**src/rtl/xort_pulse_driver.sv**
```systemverilog
// Stimulus/response driver for toggle-encoded XOR-T cell models: sends a, b and
// clk pulses as level changes, then checks the cell's out toggle against a ^ b.
module xort_pulse_driver #(
  parameter int SEP_CYC = 14,
  parameter int OUT_WIN = 12,
  parameter int GAP_CYC = 10
) (
  input  logic       clk,
  input  logic       rst_n,
  // Handshake: an operand pair transfers on a rising edge where in_valid and
  // in_ready are both high; in_ready is high only in IDLE, and operands must be
  // held stable by the sender until that edge.
  input  logic       in_valid,
  output logic       in_ready,
  input  logic       in_a,
  input  logic       in_b,
  output logic       a_o,
  output logic       b_o,
  output logic       clk_o,
  input  logic       out_i,
  output logic       res_valid,
  output logic       res_bit,
  output logic       res_err,
  output logic       spur_err,
  output logic [2:0] dbg_state
);

  localparam logic [2:0] S_IDLE = 3'd0;
  localparam logic [2:0] S_PB   = 3'd1;
  localparam logic [2:0] S_SEP  = 3'd2;
  localparam logic [2:0] S_CK   = 3'd3;
  localparam logic [2:0] S_WIN  = 3'd4;
  localparam logic [2:0] S_GAP  = 3'd5;

  localparam int CW = 8;
  localparam logic [CW-1:0] SEP_LD = CW'(SEP_CYC);
  localparam logic [CW-1:0] WIN_LD = CW'(OUT_WIN);
  localparam logic [CW-1:0] GAP_LD = CW'(GAP_CYC);

  logic [2:0]    state_q, state_d;
  logic [CW-1:0] cnt_q, cnt_d;
  logic          op_a_q, op_a_d;
  logic          op_b_q, op_b_d;
  logic          a_q, a_d;
  logic          b_q, b_d;
  logic          ck_q, ck_d;
  logic          prev_q;
  logic [1:0]    tcnt_q, tcnt_d;
  logic          xseen_q, xseen_d;
  logic          res_valid_q, res_valid_d;
  logic          res_bit_q, res_bit_d;
  logic          res_err_q, res_err_d;
  logic          spur_q, spur_d;

  logic          out_edge;
  logic          out_unknown;
  logic          in_window;
  logic [1:0]    tcnt_inc;
  logic [1:0]    tcnt_win;
  logic          x_win;

  always_comb begin
    out_edge    = (out_i != prev_q);
    out_unknown = (out_i !== 1'b0) && (out_i !== 1'b1);
    in_window   = (state_q == S_CK) || (state_q == S_WIN);
    tcnt_inc    = (tcnt_q == 2'd3) ? 2'd3 : (tcnt_q + 2'd1);
    tcnt_win    = out_edge ? tcnt_inc : tcnt_q;
    x_win       = xseen_q | out_unknown;

    state_d     = state_q;
    cnt_d       = cnt_q;
    op_a_d      = op_a_q;
    op_b_d      = op_b_q;
    a_d         = a_q;
    b_d         = b_q;
    ck_d        = ck_q;
    tcnt_d      = tcnt_q;
    xseen_d     = xseen_q;
    res_valid_d = 1'b0;
    res_bit_d   = res_bit_q;
    res_err_d   = res_err_q;
    spur_d      = spur_q | (out_edge & ~in_window);

    case (state_q)
      S_IDLE: begin
        if (in_valid) begin
          op_a_d  = in_a;
          op_b_d  = in_b;
          a_d     = in_a ? ~a_q : a_q;
          state_d = S_PB;
        end
      end
      S_PB: begin
        b_d     = op_b_q ? ~b_q : b_q;
        cnt_d   = SEP_LD;
        state_d = S_SEP;
      end
      S_SEP: begin
        cnt_d = cnt_q - 1'b1;
        if (cnt_q <= 1) begin
          state_d = S_CK;
        end
      end
      S_CK: begin
        // The sample on the clk edge itself opens the window.
        ck_d    = ~ck_q;
        tcnt_d  = out_edge ? 2'd1 : 2'd0;
        xseen_d = out_unknown;
        cnt_d   = WIN_LD;
        state_d = S_WIN;
      end
      S_WIN: begin
        tcnt_d  = tcnt_win;
        xseen_d = x_win;
        if (cnt_q == '0) begin
          res_valid_d = 1'b1;
          res_bit_d   = (tcnt_win == 2'd1);
          res_err_d   = (tcnt_win != {1'b0, op_a_q ^ op_b_q}) | x_win;
          cnt_d       = GAP_LD;
          state_d     = S_GAP;
        end else begin
          cnt_d = cnt_q - 1'b1;
        end
      end
      S_GAP: begin
        cnt_d = cnt_q - 1'b1;
        if (cnt_q <= 1) begin
          state_d = S_IDLE;
        end
      end
      default: begin
        state_d = S_IDLE;
      end
    endcase
  end

  always_ff @(posedge clk or negedge rst_n) begin
    if (!rst_n) begin
      state_q     <= S_IDLE;
      cnt_q       <= '0;
      op_a_q      <= 1'b0;
      op_b_q      <= 1'b0;
      a_q         <= 1'b0;
      b_q         <= 1'b0;
      ck_q        <= 1'b0;
      prev_q      <= 1'b0;
      tcnt_q      <= 2'd0;
      xseen_q     <= 1'b0;
      res_valid_q <= 1'b0;
      res_bit_q   <= 1'b0;
      res_err_q   <= 1'b0;
      spur_q      <= 1'b0;
    end else begin
      state_q     <= state_d;
      cnt_q       <= cnt_d;
      op_a_q      <= op_a_d;
      op_b_q      <= op_b_d;
      a_q         <= a_d;
      b_q         <= b_d;
      ck_q        <= ck_d;
      prev_q      <= out_i;
      tcnt_q      <= tcnt_d;
      xseen_q     <= xseen_d;
      res_valid_q <= res_valid_d;
      res_bit_q   <= res_bit_d;
      res_err_q   <= res_err_d;
      spur_q      <= spur_d;
    end
  end

  assign in_ready  = (state_q == S_IDLE);
  assign a_o       = a_q;
  assign b_o       = b_q;
  assign clk_o     = ck_q;
  assign res_valid = res_valid_q;
  assign res_bit   = res_bit_q;
  assign res_err   = res_err_q;
  assign spur_err  = spur_q;
  assign dbg_state = state_q;

endmodule

```
**config.mk**
```make
export PLATFORM = sky130hd
export DESIGN_NAME = xort_pulse_driver
export DESIGN_NICKNAME = d
export VERILOG_FILES = /design/src/rtl/xort_pulse_driver.sv
export SDC_FILE = /design/constraint.sdc
export NUM_CORES = 1
export LEC_CHECK = 0
export ABC_AREA = 1
export CAP_MARGIN = 20
export CORE_UTILIZATION = 29
export DETAILED_ROUTE_END_ITERATION = 12
export PLACE_DENSITY = 0.47
export REMOVE_ABC_BUFFERS = 1
export SLEW_MARGIN = 10
export SYNTH_ARGS = -nofsm -noshare
export SYNTH_HDL_FRONTEND = slang
export SYNTH_SLANG_ARGS = --single-unit
```
**constraint.sdc**
```tcl
create_clock -name clk -period 1.6 [get_ports clk]
set_clock_uncertainty 0.1 [all_clocks]
set_input_delay 0.48 -clock clk [delete_from_list [all_inputs] [get_ports clk]]
set_output_delay 0.48 -clock clk [all_outputs]
set_load 0.02 [all_outputs]
```
=== Word-level counts from Yosys, hierarchy flattened ===
Cells that the tools add are included.

* Word-level logic and storage cells: 67
* Register bits after elaboration: 24
* Input port bits: 6

* Equality and inequality tests: 15
* Muxes and demuxes: 14
* Order comparisons: 1
* Bitwise logic cells: 9
* $add $sub $neg: 2
* Reduce and logical (&&, ||, !) cells: 12

{| class="wikitable"
|+ Operators by type and width
! cell !! count
|-
| $pmux W8 S4 || 1
|-
| $pmux W3 S6 || 1
|-
| $mux W3 || 4
|-
| $le A8 B1 Y1 const B || 1
|-
| $logic_not A8 Y1 || 1
|-
| $mux W8 || 1
|-
| $sub A8 B1 Y8 const B || 1
|-
| $eq A3 B2 Y1 const B || 2
|-
| $eq A3 B3 Y1 const B || 2
|-
| $ne A2 B2 Y1 const B || 3
|-
| $reduce_and A2 Y1 || 3
|-
| $mux W2 || 2
|-
| $not A1 Y1 || 4
|-
| $pmux W2 S2 || 1
|-
| $reduce_and A4 Y1 || 1
|-
| $reduce_bool A4 Y1 || 1
|-
| $eq A3 B1 Y1 const B || 1
|-
| $logic_not A3 Y1 || 1
|-
| $mux W1 || 3
|-
| $or A1 B1 Y1 || 3
|-
| $reduce_and A3 Y1 || 1
|-
| $add A2 B1 Y2 const B || 1
|-
| $eq A2 B1 Y1 const B || 1
|-
| $eq A2 B2 Y1 const B || 1
|-
| other kinds (11) || 12
|}

=== Longest topological paths before layout ===
* Depth in word-level cells: 5
* Depth in mapped cells: 9
* Depth with buffers taken out: 9

=== Worst setup path after synthesis ===
Ideal clock, no wire load.

* Path kind: reg2out
* From: register state_q[1], in the netlist dbg_state[1]
* To: output in_ready
* Slack: 69 ps
* Cell stages (with the launch flop): 5
* Data arrival time: 951 ps
* Path through: dfrtp_1 > buf_2 > nor2_1 > nand2_1 > inv_1

* Longest elaborated chain between the ends: 1

{| class="wikitable"
|+ Ends and longest elaborated chain
! element !! line !! RTL
|-
| start, declared || 40 || <nowiki>logic [2:0] state_q, state_d;</nowiki>
|-
| start signal, assigned || 154 || <nowiki>state_q <= state_d;</nowiki>
|-
| $logic_not A3 Y1 || 171 || <nowiki>assign in_ready = (state_q == S_IDLE);</nowiki>
|-
| end, declared || 14 || <nowiki>output logic in_ready,</nowiki>
|}

No other way between the ends.

=== Worst setup path after layout ===
* From: register state_q[0], in the netlist dbg_state[0]
* To: output in_ready

Same word-level chain as after synthesis.

==> results by group <==
STA
  – Final hold vios: 0
  – Slew headroom: a little under nine tenths
  – Max-slew violations: 0
  – Final Worst Setup Slack: 20.2 ps
  – Worst-margin pin slew: about 210 ps
  – Fmax: between 0.6 and 0.7 GHz
  – Fin crit share: 98.7%
  – Post-route minimum period: roughly 1600 ps
  – Setup violators final: 0
  – RSZ-0062 raised after global routing: true
  – Setup TNS: 0 ps

Setup path
  – Critical path arrival: 1000 ps
  – Critical path buffer and inverter count: 2
  – Crit Path Class: reg -> out
  – Worst-path cell chain: nor2_1 -> nand2_1 -> inv_1 -> buf_6
  – Crit path max fanout: 2
  – Top delay family on crit path: flip-flops
  – Required time worst endpoint: 1020 ps
  – Startpoint Class: flop
  – CP Capture Type: output pin
  – Max incr delay on CP: 380 ps
  – Slowest stage cell, crit path: dfrtp_1

Cells and area
  – P&R area growth vs syn: 26.0%
  – # diodes: 0
  – Final nets: 200
  – Fillers: between 400 and 500
  – Post-Layout Cell Count: around 240
  – Layout cells sized above 1: about 23%
  – Largest Register: cnt_q
  – Largest register FFs: 8

Yosys
  – Mapped Area: roughly 1300 um^2
  – Synth warn: 0
  – Top post-synthesis cells by area: dfrtp_1, nand2_1, inv_1
  – Post-synth top area share: between 40% and 50%
  – Count leader, synth: nand2_1
  – Post-synthesis cell type count: 22
  – Seq cells post-synth: 23
  – Top_reg_cell synth: dfrtp_1
  – Post-Syn Instances: 164
  – Syn_area_per_cell: between 7 and 8 um^2
  – Seq/Total Area, Yosys: 45.4%
  – Post-synth EDFFs: 0
  – Synth top cells by count: nand2_1, dfrtp_1, inv_1
  – Synth area leader: dfrtp_1
  – Ys async rst share: 100%

Clocking
  – Worst-path clk slew: approximately 90 ps
  – Total CTS buffers: 3
  – CTS tree: built
  – H-tree depth: 1
  – CTS Hold Buffers Added: 0
  – Clock sink count: 23
  – Clk_lat worst skew: approximately 270 ps
  – CTS Buffer Depth: 2
  – CTS root buffer: clkbuf_8
  – Post CTS Setup Buffer Count: 0

Die
  – Die height: a little under 70 um
  – Die width: 68.1 um
  – Core area: around 4100 um^2
  – Site Rows: 23
  – Die area: ~4600 um^2
  – Boundary Pins: 17
  – Starting Density: a little under a third

Drt
  – Residual DRC: 0
  – Vias per inst: 4.45
  – Routed WL per cell: roughly 11 um
  – Post-route ant nets: 0
  – First-pass DRT Iterations: 4
  – DR vias: 1072
  – Total Routed Length: ~2600 um
  – First DRT Iteration DRCs: 38

Global route
  – First-pass GRT wire length: 4860 um
  – Vias in the first global route: 1070
  – GRT overflow: 0
  – M1 GR Usage: 18.8%
  – Grt met3 use: 3.67%
  – Largest net degree at the start of global routing: 24
  – Initial antenna violation count: 0
  – Met2 Usage GRT: roughly 22%
  – GRT Util Overall: about 14%
  – GRT busiest layer: met2

Power
  – Total power: roughly 0.003 W
  – Pleak: roughly 0.80 nW
  – P per Cell Area: about 1900 nW/um^2
  – Max VDD drop: around 930 uV

Run
  – MaxCap Viol Count: 0

Place
  – Port-buffer cells: 16
  – Pre-CTS setup slack: -203 ps
  – DP Wirelength: 2060 um
  – Placed Cells: about 240
  – Final RePlAce weighted congestion: just under 0.8

Worst hold path
  – Hold crit path type: reg -> reg

Outcome
  – Status: finished clean
metal layers:
metal  part of all wire (%)  wire (um)  vias to the layer above
li1                       -          -                      564
met1                     50       1320                      483
met2                     46       1210                       22
met3                    4.2        111                        3
met4                   0.38         10                        0
met5                      0          0                        -
cell type report:
cell class / instances / area, um^2 / area share, %
tap: 50 / 62.6 / 3.92
clock buffer: 3 / 41.3 / 2.59
multi-input combinational: 115 / 603 / 37.8
inverter: 25 / 93.8 / 5.88
sequential: 23 / 576 / 36.1
timing repair buffer: 24 / 215 / 13.5
clock inverter: 1 / 5.00 / 0.313
worst register-to-register path: cells and delay by family (launching register included):
kind | cells | cell delay, ps
fa+ha+maj | 1 | 190
compound gates | 1 | 70
simple gates | 5 | 460
flops | 1 | 400
buf+inv | 2 | 140
power breakdown:
group	switching, W	total, W	internal [W]
combinational	0.00108	0.00175	0.000677
clock	0.000202	0.000376	0.000174
sequential	0.000162	0.000961	0.000799
cell usage in the layout, fill, tap and decap left out, types with 4 or more instances in the layout:
| master | synthesis | layout |
|---|---|---|
| a21oi_1 | 4 | 4 |
| buf_4 | 0 | 8 |
| clkdlybuf4s50_1 | 0 | 5 |
| dfrtp_1 | 23 | 23 |
| dlygate4sd2_1 | 0 | 5 |
| inv_1 | 19 | 19 |
| inv_2 | 6 | 6 |
| nand2_1 | 44 | 43 |
| nand2_2 | 9 | 10 |
| nand3_1 | 11 | 11 |
| nor2_1 | 16 | 14 |
| nor2_2 | 3 | 5 |
| o21ai_0 | 7 | 6 |
| xor2_1 | 5 | 5 |
final timing paths:
path | startpoint | endpoint | slack (ps) | cells after the start
min in group asynchronous | rst_n | tcnt_q[1]$_DFFE_PN0N_ | 450 | 2
max reg2reg | cnt_q[1]$_DFFE_PN0P_ | cnt_q[0]$_DFFE_PN0P_ | 140 | 9
max | dbg_state[0]$_DFFE_PN0P_ | in_ready | 20 | 4
min reg2reg | clk_o$_DFFE_PN0P_ | clk_o$_DFFE_PN0P_ | 370 | 1
max in group asynchronous | rst_n | cnt_q[4]$_DFFE_PN0P_ | 810 | 2
min | clk_o$_DFFE_PN0P_ | clk_o$_DFFE_PN0P_ | 370 | 1
per-stage QoR:
stage	cell area (um^2)	utilization (%)	hold slack, ps
2_1_floorplan	1260	-	84.4
4_1_cts	1580	38.6	377
6_report	1600	39.1	373
3_3_place_gp	1560	38.1	362
5_1_grt	1600	39.1	405
3_5_place_dp	1560	38.1	362
timing repair:
action | 4_1_cts | 5_1_grt
gates resized for setup | 24 | 9
endpoints found under the hold margin | 0 | 0
pin swaps | 0 | 0
setup endpoints to repair | 11 | 10
kinds of logic after synthesis:
kind of cell | after synthesis | synth area share [%]
flip-flops | 23 | 45.4
AND/OR/NAND/NOR | 90 | 33.1
adder cells (fa/ha/maj) | 2 | 1.97
AO/OA/AOI/OAI | 16 | 6.91
XOR/XNOR | 7 | 4.84
buffers and inverters | 26 | 7.80
Power figures use the tool's default switching activity.
